<file path="config.mk">
export PLATFORM = sky130hd
export DESIGN_NAME = uart_echo_fifo
export DESIGN_NICKNAME = d
export VERILOG_FILES = /design/src/rtl/uart_echo_fifo.sv
export SDC_FILE = /design/constraint.sdc
export NUM_CORES = 1
export LEC_CHECK = 0
export ABC_AREA = 0
export CAP_MARGIN = 15
export CORE_MARGIN = 1.5
export CORE_UTILIZATION = 32
export DETAILED_ROUTE_END_ITERATION = 7
export GPL_ROUTABILITY_DRIVEN = 0
export PLACE_DENSITY_LB_ADDON = 0.25
export SKIP_CTS_REPAIR_TIMING = 1
export SLEW_MARGIN = 25
export SYNTH_ARGS = -nofsm -noshare
export SYNTH_HDL_FRONTEND = slang
export SYNTH_SLANG_ARGS = --single-unit
</file>
<file path="constraint.sdc">
create_clock -name clk -period 3.9 [get_ports clk]
set_input_delay 0.39 -clock clk [delete_from_list [all_inputs] [get_ports clk]]
set_output_delay 0.39 -clock clk [all_outputs]
set_load 0.01 [all_outputs]
</file>
<file path="src/rtl/uart_echo_fifo.sv">
// -----------------------------------------------------------------------------
// uart_echo_fifo
//
// Purpose:
//   Sits between the uart core's receive outputs and its transmit inputs.
//   Received bytes are queued in a FIFO and replayed in order, one transmit
//   request per transmitter busy period, so back-to-back bytes are not lost.
//   Fill level, a sticky overflow flag and a saturating receive-error count
//   are exported for LEDs or debug.
//
// Optional feature (macro UART_ECHO_CASE_FLIP_EN):
//   When defined and DATA_WIDTH == 8, ASCII letters have bit 5 inverted as
//   they are popped (upper <-> lower case). Other values pass unchanged.
//   When undefined, tx_byte is exactly the stored byte.
//
// Ports:
//   clk              in   master clock (uart core domain)
//   rst_n            in   asynchronous active-low reset
//   received         in   strobe: rx_byte valid
//   rx_byte          in   received data word
//   recv_error       in   strobe: framing error on current frame
//   is_transmitting  in   transmitter busy
//   overflow_clr     in   synchronous clear of sticky overflow
//   transmit         out  one-cycle transmit request
//   tx_byte          out  byte to transmit, stable outside IDLE
//   fifo_count       out  occupancy 0..2**FIFO_AW
//   fifo_empty       out  fifo_count == 0
//   fifo_full        out  fifo_count == 2**FIFO_AW
//   overflow         out  sticky: a byte was dropped on a full FIFO
//   err_count        out  saturating count of recv_error strobes
// -----------------------------------------------------------------------------
module uart_echo_fifo #(
    parameter int DATA_WIDTH    = 8,
    parameter int FIFO_AW       = 4,
    parameter int START_TIMEOUT = 16,
    parameter int ERR_CNT_W     = 8
) (
    input  logic                  clk,
    input  logic                  rst_n,
    input  logic                  received,
    input  logic [DATA_WIDTH-1:0] rx_byte,
    input  logic                  recv_error,
    input  logic                  is_transmitting,
    input  logic                  overflow_clr,
    output logic                  transmit,
    output logic [DATA_WIDTH-1:0] tx_byte,
    output logic [FIFO_AW:0]      fifo_count,
    output logic                  fifo_empty,
    output logic                  fifo_full,
    output logic                  overflow,
    output logic [ERR_CNT_W-1:0]  err_count
);

    localparam int DEPTH = 1 << FIFO_AW;
    localparam int TMR_W = (START_TIMEOUT < 1) ? 1 : $clog2(START_TIMEOUT + 1);
    localparam logic [FIFO_AW:0] FULL_CNT = (FIFO_AW + 1)'(DEPTH);
    localparam logic [TMR_W-1:0] TMR_LOAD = TMR_W'(START_TIMEOUT);

    typedef enum logic [1:0] {
        S_IDLE,
        S_FIRE,
        S_WAIT_START,
        S_WAIT_DONE
    } state_t;

    state_t                  r_state;
    logic [DATA_WIDTH-1:0]   r_mem [DEPTH];
    logic [FIFO_AW-1:0]      r_wr_ptr;
    logic [FIFO_AW-1:0]      r_rd_ptr;
    logic [FIFO_AW:0]        r_count;
    logic                    r_transmit;
    logic [DATA_WIDTH-1:0]   r_tx_byte;
    logic                    r_overflow;
    logic [ERR_CNT_W-1:0]    r_err_count;
    logic [TMR_W-1:0]        r_timer;

    logic                    w_empty;
    logic                    w_full;
    logic                    w_push_req;
    logic                    w_pop;
    logic                    w_wr_en;
    logic                    w_drop;
    logic [DATA_WIDTH-1:0]   w_head;
    logic [DATA_WIDTH-1:0]   w_head_x;

    assign w_empty    = (r_count == '0);
    assign w_full     = (r_count == FULL_CNT);
    assign w_push_req = received && !recv_error;
    assign w_pop      = (r_state == S_IDLE) && !w_empty && !is_transmitting;
    // A full FIFO still accepts a byte when a pop frees the head slot in the
    // same cycle; the read sees the old head because the write is registered.
    assign w_wr_en    = w_push_req && (!w_full || w_pop);
    assign w_drop     = w_push_req && w_full && !w_pop;
    assign w_head     = r_mem[r_rd_ptr];

`ifdef UART_ECHO_CASE_FLIP_EN
    generate
        if (DATA_WIDTH == 8) begin : g_flip
            logic w_is_alpha;
            assign w_is_alpha = ((w_head >= 8'h41) && (w_head <= 8'h5A)) ||
                                ((w_head >= 8'h61) && (w_head <= 8'h7A));
            assign w_head_x   = w_is_alpha ? (w_head ^ 8'h20) : w_head;
        end else begin : g_noflip
            assign w_head_x = w_head;
        end
    endgenerate
`else
    assign w_head_x = w_head;
`endif

    // Storage carries no reset; occupancy is tracked by the pointers/count.
    always_ff @(posedge clk) begin
        if (w_wr_en) begin
            r_mem[r_wr_ptr] <= rx_byte;
        end
    end

    always_ff @(posedge clk or negedge rst_n) begin
        if (!rst_n) begin
            r_wr_ptr    <= '0;
            r_rd_ptr    <= '0;
            r_count     <= '0;
            r_overflow  <= 1'b0;
            r_err_count <= '0;
        end else begin
            if (w_wr_en) r_wr_ptr <= r_wr_ptr + 1'b1;
            if (w_pop)   r_rd_ptr <= r_rd_ptr + 1'b1;

            case ({w_wr_en, w_pop})
                2'b10:   r_count <= r_count + 1'b1;
                2'b01:   r_count <= r_count - 1'b1;
                default: r_count <= r_count;
            endcase

            // A drop in the same cycle as a clear leaves the flag set.
            if (w_drop)            r_overflow <= 1'b1;
            else if (overflow_clr) r_overflow <= 1'b0;

            if (recv_error && (r_err_count != '1)) begin
                r_err_count <= r_err_count + 1'b1;
            end
        end
    end

    always_ff @(posedge clk or negedge rst_n) begin
        if (!rst_n) begin
            r_state    <= S_IDLE;
            r_transmit <= 1'b0;
            r_tx_byte  <= '0;
            r_timer    <= '0;
        end else begin
            r_transmit <= 1'b0;
            case (r_state)
                S_IDLE: begin
                    if (w_pop) begin
                        r_tx_byte  <= w_head_x;
                        r_transmit <= 1'b1;
                        r_state    <= S_FIRE;
                    end
                end
                S_FIRE: begin
                    r_timer <= TMR_LOAD;
                    r_state <= S_WAIT_START;
                end
                S_WAIT_START: begin
                    // No retry: if the core never reports busy, the byte is
                    // considered sent and the next one may go.
                    if (is_transmitting)    r_state <= S_WAIT_DONE;
                    else if (r_timer == '0) r_state <= S_IDLE;
                    else                    r_timer <= r_timer - 1'b1;
                end
                S_WAIT_DONE: begin
                    if (!is_transmitting) r_state <= S_IDLE;
                end
                default: r_state <= S_IDLE;
            endcase
        end
    end

    assign transmit   = r_transmit;
    assign tx_byte    = r_tx_byte;
    assign fifo_count = r_count;
    assign fifo_empty = w_empty;
    assign fifo_full  = w_full;
    assign overflow   = r_overflow;
    assign err_count  = r_err_count;

endmodule

</file>
==> results of run 1 <==
==> placed cells by master (no fill, tap or decap), drive strengths merged, types with 3 or more instances in the layout <==
cell | Yosys | layout
clkbuf | 10 | 17
inv | 11 | 19
nor2 | 20 | 20
a21oi | 11 | 11
a211o | 8 | 8
nor2b | 9 | 9
clkinv | 0 | 3
bufinv | 0 | 3
xor2 | 10 | 10
mux2i | 10 | 10
mux4 | 32 | 32
nand3 | 6 | 6
nor4b | 4 | 4
nor3 | 11 | 11
nand4 | 3 | 3
buf | 14 | 25
nand2 | 17 | 17
clkdlybuf4s50 | 0 | 37
o22ai | 3 | 3
xnor2 | 11 | 11
nand2b | 5 | 5
o21ai | 7 | 7
ha | 12 | 12
a22o | 8 | 8
edfxtp | 128 | 128
dfrtp | 38 | 38
==> synth_stat cells, types with 3 or more instances <==
master	n
nor3_1	11
buf_1	3
ha_1	12
o21ai_1	3
edfxtp_1	128
mux4_2	24
clkbuf_1	9
a21oi_1	11
a211o_1	8
inv_1	10
o22ai_1	3
nand4_1	3
nor2_1	20
mux4_1	8
nand2_1	17
dfrtp_1	38
o21ai_0	4
mux2i_1	10
xnor2_1	11
nand3_1	6
buf_2	7
nand2b_1	5
nor2b_1	9
nor4b_1	3
xor2_1	10
a22o_1	8
==> sequential cells by signal, summed over array words and instances (netlist names) <==
signal	cells
err_count	8
r_wr_ptr	4
r_mem	128
r_timer	5
r_state	2
transmit	1
fifo_count	5
tx_byte	8
overflow	1
r_rd_ptr	4
==> routing by layer <==
layer | GRT usage | part of all wire | vias to the layer above | wire length [um]
li1 | - | - | 1704 | -
met1 | 0.1862 | 0.48 | 1920 | 6807
met2 | 0.2112 | 0.47 | 73 | 6555
met3 | 0.03727 | 0.040 | 14 | 562
met4 | 0.04078 | 0.0090 | 2 | 127
met5 | 0 | 0.00078 | - | 11
==> cells by family (layout without fill, tap and decap cells) <==
family,after synthesis,count (layout),synth area share
flip-flops,166,166,0.6870
buffers and inverters,35,105,0.02564
adder cells (fa/ha/maj),12,12,0.02151
multiplexers,44,44,0.1251
AO/OA/AOI/OAI,45,45,0.04679
XOR/XNOR,21,21,0.02635
AND/OR/NAND/NOR,87,87,0.06759
==> power groups by stage <==
stage               Sequential (mW)  Clock [mW]  Combinational (mW)
global route                   2.59        1.90                1.75
global placement               2.57           0                1.59
detailed placement             2.58           0                1.61
finish                         2.53        1.78                1.59
floorplan                      2.36           0                1.24
CTS                            2.54        1.82                1.62
==> through the flow <==
stage                 util  cell area [um2]
finish              0.3949             8379
global route        0.3949             8379
CTS                 0.3949             8379
detailed placement  0.3649             7742
global placement    0.3649             7742
floorplan                -             6979
==> critical path, stage by stage <==
cell,delay (ps)
clkdlybuf4s50_1,560
or3_1,520
a31oi_4,230
inv_1,80
ha_1,320
ha_1,280
or4b_2,640
o32ai_1,150
nor4b_1,110
xnor2_1,130
==> cell type report <==
class | count | area, um2 | area share
flip-flops and latches | 166 | 4796 | 0.5723
multi-input cells | 209 | 2006 | 0.2394
repair buffers | 62 | 555.5 | 0.06630
clock buffers | 17 | 425.4 | 0.05077
well taps | 275 | 344.1 | 0.04106
clock inverters | 15 | 211.5 | 0.02524
inverters | 11 | 41.29 | 0.004928
==> worst paths after layout <==
kind	startpoint	end	slack (ps)
worst max-delay path	is_transmitting	fifo_count[4]	790
worst min-delay path	rst_n	fifo_count[3]	90
worst max register to register	r_state[1]	fifo_count[4]	820
worst min register to register	err_count[6]	err_count[6]	500
max in group asynchronous	rst_n	r_rd_ptr[0]	3180
min in group clk	err_count[6]	err_count[6]	500
==> key figures, run 1 <==
Synthesis
  • Fraction of registers with async set/reset: 0.2289
  • Yosys top cell area share: 0.5507
  • Post-Synthesis Net Count: 436
  • Ys Warns: 0
  • Post-Synthesis Cells: between 400 and 500
  • Largest cells by area after synthesis: edfxtp_1, dfrtp_1, mux4_2, mux4_1, ha_1
  • #FFs+latches synth: around 170
  • Most common flop cell mapped by yosys: edfxtp_1
  • Register area share after synthesis: 0.6870
  • Post-synth EDFFs: 128
  • Avg Cell Area, Syn: between 15 and 20 um2
  • Netlist cell types: slightly below 50
  • Mapped Area: roughly 7000 um2
  • Cell accounting for the most synthesized area: edfxtp_1

Clock network
  • Clock transition at the registers of the reported paths: approximately 70 ps
  • TritonCTS Buffers: 17
  • Clock root cell: clkbuf_16
  • Clock Tree Buf Depth: 2
  • H-tree levels: 4
  • Worst-Skew Late Latency: 430 ps
  • TritonCTS clock tree: built
  • Clock Sinks: ~170

Pwr
  • Reg power frac: 0.429
  • Clock power frac: 0.301
  • Static Leakage: slightly below 3 nW
  • P_int: ~4.1 mW
  • Max VDD drop: 0.0003246 V
  • Sw Pwr: 1.819 mW
  • Switching Share: 0.3083
  • Pwr Total: just under 6 mW
  • Power density over the cells: around 700 nW/um2
  • Comb pwr share: 0.269

Critical path
  • Critical path class: input pin to flop
  • Worst Path Required: 4200 ps
  • Worst-path fanout max: 13
  • Worst R2R Path Depth: 9
  • Crit path DAT: around 3400 ps
  • Startpoint Class: input pin
  • Kind of end point of the critical path: flop

Drt
  • # DRC: 0
  • DR WL/cell: between 15 and 20 um
  • Vias per std cell: 4.918
  • Via count: 3713
  • Initial drt markers: approximately 150
  • Remaining antenna violation count: 0
  • First drt pass iteration count: 4
  • Drt total wl: 14.07 mm

Layout
  • Non-Filler Instances: between 700 and 800
  • Fillers: 1961
  • Fraction of layout cells with a size suffix above 1: 0.1854
  • # nets final: just under 500
  • Antenna diode count: 0
  • Syn-to-layout area delta: 20.06%

Global routing
  • Largest net degree at the start of global routing: 39
  • Number of antenna violations at the first check in global routing: 1
  • Vias in the first global route: 3873
  • First-pass GRT wire length: 22.30 mm
  • Tot GR Track Use: 0.1359
  • Grt ovf: 0

Floorplan
  • Cell row count: 53
  • Die area: approximately 23000 um2
  • Top-Level Pins: 39
  • Die W: approximately 150 um
  • Die Height: about 150 um
  • Starting density of the core: 0.3289
  • Core box area: 21220 um2

Run
  • Max Cap Viol: 0

Placement
  • Placed cell count: 723
  • Dpl ws: between 300 and 400 ps
  • Post-DP HPWL: 9.030 mm
  • IO Port Bufs: 38

Timing
  • Max-slew violation count: 0
  • Final Hold Fails: 0
  • Final setup viols: 0
  • Worst hold slack: roughly 90 ps
  • Actual slew at the worst max-slew pin: about 900 ps
  • Final setup TNS: 0 ps
  • Highest clock rate: about 0.32 GHz
  • Min Tclk post-route: a little over 3000 ps
  • Worst clock skew: ~8.6 ps
  • Slew headroom: 0.3977
  • Worst setup slack after layout: around 800 ps
  • Final period util: 0.7962
  • RSZ-0062 raised after global routing: false

Min path
  • Worst min path class: input pin to asynchronous set/reset pin

Run status
  • Status: complete, no violations
(Power assumes the default switching activity.)
==> run 2: changes to the inputs <==
clock period = 2.6 ns   (was 3.9 ns; I/O delays follow)
==> run 2 against run 1 <==
  * Clock skew increased by 0.98 ps
  * Global-route usage about the same
  * Non-clock buffer count is 16 higher
  * Critical path type is now flop to flop
  * Largest cell class unchanged
==> key figures, run 2 (synthesis results as in run 1) <==
Run status
  • Status: complete, no violations

Critical path
  • Worst-path fanout max: 4 (-9)
  • Kind of end point of the critical path: flop
  • Startpoint Class: flop
  • Critical Path Max Stage Delay: 530 ps (-110 ps)
  • Critical path class: flop to flop
  • Crit path DAT: 2720 ps (-690 ps)
  • Worst Path Required: 2890 ps (-1310 ps)
  • Slowest cell on crit path: or4b_4
  • Critical path, cell by cell: or3_4 -> a31oi_4 -> inv_2 -> ha_4 -> ha_1 -> or4b_4 -> o32ai_2 -> nor4b_2 -> xnor2_1

Layout
  • Number of flip-flops under the largest register name: 128 (unchanged)
  • Final core utilization: 0.4005 (+0.005602)
  • Most common cell after layout, fill and taps aside: edfxtp_1
  • Syn-to-layout area delta: 21.76%
  • Biggest register: r_mem
  • Antenna diode count: 0 (unchanged)
  • Fillers: 1947 (-0.71%)
  • Most frequent cells in the layout: edfxtp_1, dfrtp_1, clkdlybuf4s50_1, buf_4, mux4_2
  • Fraction of layout cells with a size suffix above 1: 0.2182 (+0.03277)
  • # nets final: 509 (+3.2%)

Drt
  • # DRC: 0 (unchanged)
  • DR WL/cell: 18.27 um (-1.9%)
  • Via count: 3722 (+0.24%)
  • Drt total wl: 14.07 mm (about the same)
  • Initial drt markers: 160 (+3.9%)
  • Vias per std cell: 4.834 (-1.7%)
  • First drt pass iteration count: 4 (unchanged)
  • Remaining antenna violation count: 0 (unchanged)

Global routing
  • Grt ovf: 0 (unchanged)
  • Largest net degree at the start of global routing: 29 (-26%)
  • Number of antenna violations at the first check in global routing: 0 (-1)
  • Vias in the first global route: 3932 (+1.5%)
  • Tot GR Track Use: 0.1355 (-0.0004251)
  • First-pass GRT wire length: 22.19 mm (-0.49%)

Pwr
  • Clock power frac: 0.270 (-0.031)
  • Comb pwr share: 0.311 (+0.042)
  • Switching Share: 0.3074 (-0.0009001)
  • Reg power frac: 0.420 (-0.009)
  • P_int: 6.035 mW (+48%)
  • Max VDD drop: 0.0004980 V (+53%)
  • Sw Pwr: 2.679 mW (+47%)
  • Power density over the cells: 1025 nW/um2 (+46%)
  • Static Leakage: 3.027 nW (+1.6%)

Timing
  • Final Hold Fails: 0 (unchanged)
  • Slew headroom: 0.3741 (-0.02364)
  • Actual slew at the worst max-slew pin: 938.9 ps (+35.46 ps)
  • Max-slew violation count: 0 (unchanged)
  • Final setup viols: 0 (unchanged)
  • Highest clock rate: ~0.41 GHz
  • Min Tclk post-route: between 2000 and 2500 ps
  • Final setup TNS: 0 ps (unchanged)
  • Final period util: 0.9346
  • Worst clock skew: 9.577 ps (+0.9830 ps)
  • RSZ-0062 raised after global routing: false

Floorplan
  • Die area: 22700 um2 (unchanged)
  • Core box area: 21220 um2 (unchanged)
  • Die Height: 150.7 um (unchanged)
  • Top-Level Pins: 39 (unchanged)
  • Cell row count: 53 (unchanged)
  • Starting density of the core: 0.3289 (unchanged)
  • Die W: 150.7 um (unchanged)

Clock network
  • Worst-Skew Late Latency: 420 ps (about the same)
  • TritonCTS Buffers: 17 (unchanged)
  • H-tree levels: 4 (unchanged)
  • Clock Sinks: 166 (unchanged)
  • Clock root cell: clkbuf_16
  • Clock transition at the registers of the reported paths: 60 ps (about the same)
  • Clock Tree Buf Depth: 2 (unchanged)
  • TritonCTS clock tree: built

Placement
  • IO Port Bufs: 38 (unchanged)
  • Post-DP HPWL: 9.112 mm (+0.91%)

Run
  • Max Cap Viol: 0 (unchanged)

Min path
  • Worst min path class: input pin to asynchronous set/reset pin
## run 2: worst max-delay path, delay by kind of cell (launching register included)
kind,cells,cell delay [ps]
xor gates and xnor gates,1,140
adders and majority gates,2,380
AOI/OAI and AO/OA,2,320
DFF,1,380
buffers and inverters,1,70
and+or+nand+nor,3,1020
## run 2: layout make-up
class / instances / area (um2) / share of cell area
clock buffers: 19 / 432.9 / 0.05094
clock inverters: 12 / 120.1 / 0.01413
inverters: 11 / 41.29 / 0.004859
multi-input cells: 209 / 2061 / 0.2425
flip-flops and latches: 166 / 4796 / 0.5643
well taps: 275 / 344.1 / 0.04049
repair buffers: 78 / 703.2 / 0.08274
## run 2: metal layers
layer,GRT usage,vias up,wire length [um]
li1,-,1733,-
met1,0.1774,1896,6124
met2,0.2227,84,7041
met3,0.02939,9,749
met4,0.04757,0,150
met5,0,-,0
## run 2: power groups by stage
| stage | Sequential (mW) | Combinational [mW] | Clock [mW] |
|---|---|---|---|
| global placement | 3.71 | 2.68 | 0 |
| floorplan | 3.55 | 1.91 | 0 |
| finish | 3.66 | 2.71 | 2.35 |
| CTS | 3.67 | 2.75 | 2.42 |
| global route | 3.72 | 2.97 | 2.53 |
| detailed placement | 3.72 | 2.74 | 0 |
## run 2: worst paths after layout
check,from,end,slack [ps],cells after the start
worst max-delay path,r_state[1],fifo_count[4],170,9
worst min-delay path,rst_n,fifo_count[3],420,2
worst max register to register,r_state[1],fifo_count[4],170,9
worst min register to register,err_count[7],err_count[7],490,1
max in group asynchronous,rst_n,tx_byte[4],1520,3
min in group clk,overflow_clr,overflow,440,2
## run 2: per-stage QoR
step	setup slack (ps)	std cells	power (mW)	instance area (um2)	hold WS (ps)
floorplan	34.95	410	5.465	7051	-35.59
global placement	-120.7	738	6.392	7931	347.8
detailed placement	-232.3	738	6.456	7931	341.7
CTS	72.46	769	8.839	8484	-108.5
global route	8.560	770	9.221	8498	430.4
finish	169.9	770	8.714	8498	423.6
==> run 3: changes to the inputs <==
CORE_MARGIN = 5   (was 1.5)
REMOVE_ABC_BUFFERS = 1   (was unset)
==> run 3 against run 2 <==
  * Utilization fell by 0.74 points
  * Clock power rose by 3%
  * Via count up 0.11%
  * Flip-flop and latch count unchanged
==> key figures, run 3 (synthesis results as in run 1) <==
Critical path
  • Worst Path Required: 2900 ps (about the same)
  • Worst R2R Path Depth: 9 (unchanged)
  • Reg2Reg Setup Slack: 180 ps (about the same)
  • Worst r2r src: r_state[0]
  • Critical path class: flop to flop
  • Worst-path fanout max: 4 (unchanged)
  • FF-to-FF End: fifo_count[4]
  • Kind of end point of the critical path: flop
  • Crit path DAT: 2720 ps (about the same)
  • Startpoint Class: flop

Drt
  • Initial drt markers: 233 (+46%)
  • Via count: 3726 (+0.11%)
  • Vias per std cell: 4.814 (-0.41%)
  • DR WL/cell: 18.36 um (+0.53%)
  • First drt pass iteration count: 4 (unchanged)
  • # DRC: 0 (unchanged)
  • Remaining antenna violation count: 0 (unchanged)
  • Drt total wl: 14.21 mm (+1.1%)

Clock network
  • Clock transition at the registers of the reported paths: 60 ps (about the same)
  • Worst-Skew Late Latency: 420 ps (about the same)
  • Clock Sinks: 166 (unchanged)
  • H-tree levels: 4 (unchanged)
  • TritonCTS clock tree: built
  • Clock root cell: clkbuf_16
  • Clock Tree Buf Depth: 2 (unchanged)
  • TritonCTS Buffers: 17 (unchanged)

Global routing
  • Number of antenna violations at the first check in global routing: 0 (unchanged)
  • Grt ovf: 0 (unchanged)
  • First-pass GRT wire length: 22.47 mm (+1.3%)
  • Largest net degree at the start of global routing: 36 (+24%)
  • Tot GR Track Use: 0.1208 (-0.01468)
  • Vias in the first global route: 3910 (-0.56%)

Layout
  • Non-Filler Instances: 774 (+0.52%)
  • Syn-to-layout area delta: 21.76% (unchanged)
  • Biggest register: r_mem
  • Antenna diode count: 0 (unchanged)
  • Number of flip-flops under the largest register name: 128 (unchanged)
  • Post-Layout Inst Area: 8498 um2 (unchanged)
  • Most common cell after layout, fill and taps aside: edfxtp_1
  • Fraction of layout cells with a size suffix above 1: 0.2105 (-0.007656)
  • # nets final: 508 (-0.20%)
  • Most frequent cells in the layout: edfxtp_1, dfrtp_1, clkdlybuf4s50_1, buf_4, mux4_2

Min path
  • WHS Endpoint: overflow
  • Worst min path class: input pin to flop
  • Hold Path Stages: 2
  • Hold Crit Start: overflow_clr

Timing
  • Slew headroom: 0.4360 (+0.06193)
  • Actual slew at the worst max-slew pin: 846.0 ps (-92.89 ps)
  • RSZ-0062 raised after global routing: false
  • Worst hold slack: 424.1 ps (+0.4980 ps)
  • Max-slew violation count: 0 (unchanged)
  • Worst setup slack after layout: 176.4 ps (+6.446 ps)
  • Final period util: 0.9322 (-0.002479)
  • Min Tclk post-route: 2424 ps (-6.446 ps)
  • Worst clock skew: 8.264 ps (-1.313 ps)
  • Final setup viols: 0 (unchanged)
  • Highest clock rate: 0.4126 GHz (+0.27%)
  • Final Hold Fails: 0 (unchanged)

Floorplan
  • Starting density of the core: 0.3228 (-0.006091)
  • Die Height: 157.7 um (+4.6%)
  • Top-Level Pins: 39 (unchanged)
  • Core box area: 21620 um2 (+1.9%)
  • Die area: 24860 um2 (+9.5%)
  • Cell row count: 54 (+1.9%)
  • Die W: 157.7 um (+4.6%)

Run status
  • Status: complete, no violations

Pwr
  • Max VDD drop: 0.0004541 V (-8.8%)
  • Power density over the cells: 1025 nW/um2 (about the same)
  • Static Leakage: 3.027 nW (about the same)

Placement
  • Placed cell count: 742 (+0.54%)
  • IO Port Bufs: 38 (unchanged)
  • Dpl ws: -461.0 ps (-228.7 ps)
  • DP Area: 7866 um2 (-0.82%)
  • Post-DP HPWL: 9.022 mm (-0.99%)

Run
  • Max Cap Viol: 0 (unchanged)
[run 3: worst max path at each step]
stage,end,from,cells past startpoint
global route,fifo_count[4],fifo_count[1],11
CTS,fifo_count[4],r_state[1],9
finish,fifo_count[4],r_state[0],9
floorplan,fifo_count[4],fifo_count[1],9
global placement,fifo_count[4],is_transmitting,10
detailed placement,fifo_count[4],is_transmitting,10
[run 3: stage by stage]
| step | power (mW) | TNS (ps) | utilization |
|---|---|---|---|
| after floorplan | 5.246 | -1838 | - |
| after global placement | 6.296 | -502.9 | 0.3638 |
| after detailed placement | 6.362 | -620.6 | 0.3638 |
| after CTS | 8.823 | -148.6 | 0.3898 |
| after global routing | 9.228 | 0 | 0.3931 |
| final | 8.713 | 0 | 0.3931 |
[run 3: cell type report]
| type | instances | area (um2) |
|---|---|---|
| Clock buffer | 20 | 436.7 |
| Clock inverter | 11 | 123.9 |
| Fill cell | 1993 | 13120 |
| Inverter | 11 | 41.29 |
| Multi-Input combinational cell | 209 | 2067 |
| Sequential cell | 166 | 4796 |
| Tap cell | 280 | 350.3 |
| Timing Repair Buffer | 77 | 683.2 |
[run 3: where the power goes]
group          switching, mW  internal (mW)
combinational           1.25           1.45
clock                   1.00           1.41
sequential             0.382           3.23
total                   2.63           6.08
[run 3: routing by layer]
metal  vias to the layer above  track usage  wire length (um)
li1                       1734            -                 -
met2                        63       0.1958              6975
met4                         0      0.03318               161
met5                         -            0                 0
met3                        12      0.03445               574
met1                      1917       0.1600              6504
[run 3: worst max-delay path, cell delays in order, from the launching register on]
cell     delay (ps)
dfrtp_1         380
or3_4           400
a31oi_4         190
inv_2            70
ha_4            170
ha_1            210
or4b_4          540
o32ai_4         140
nor4b_2          80
xnor2_1         130
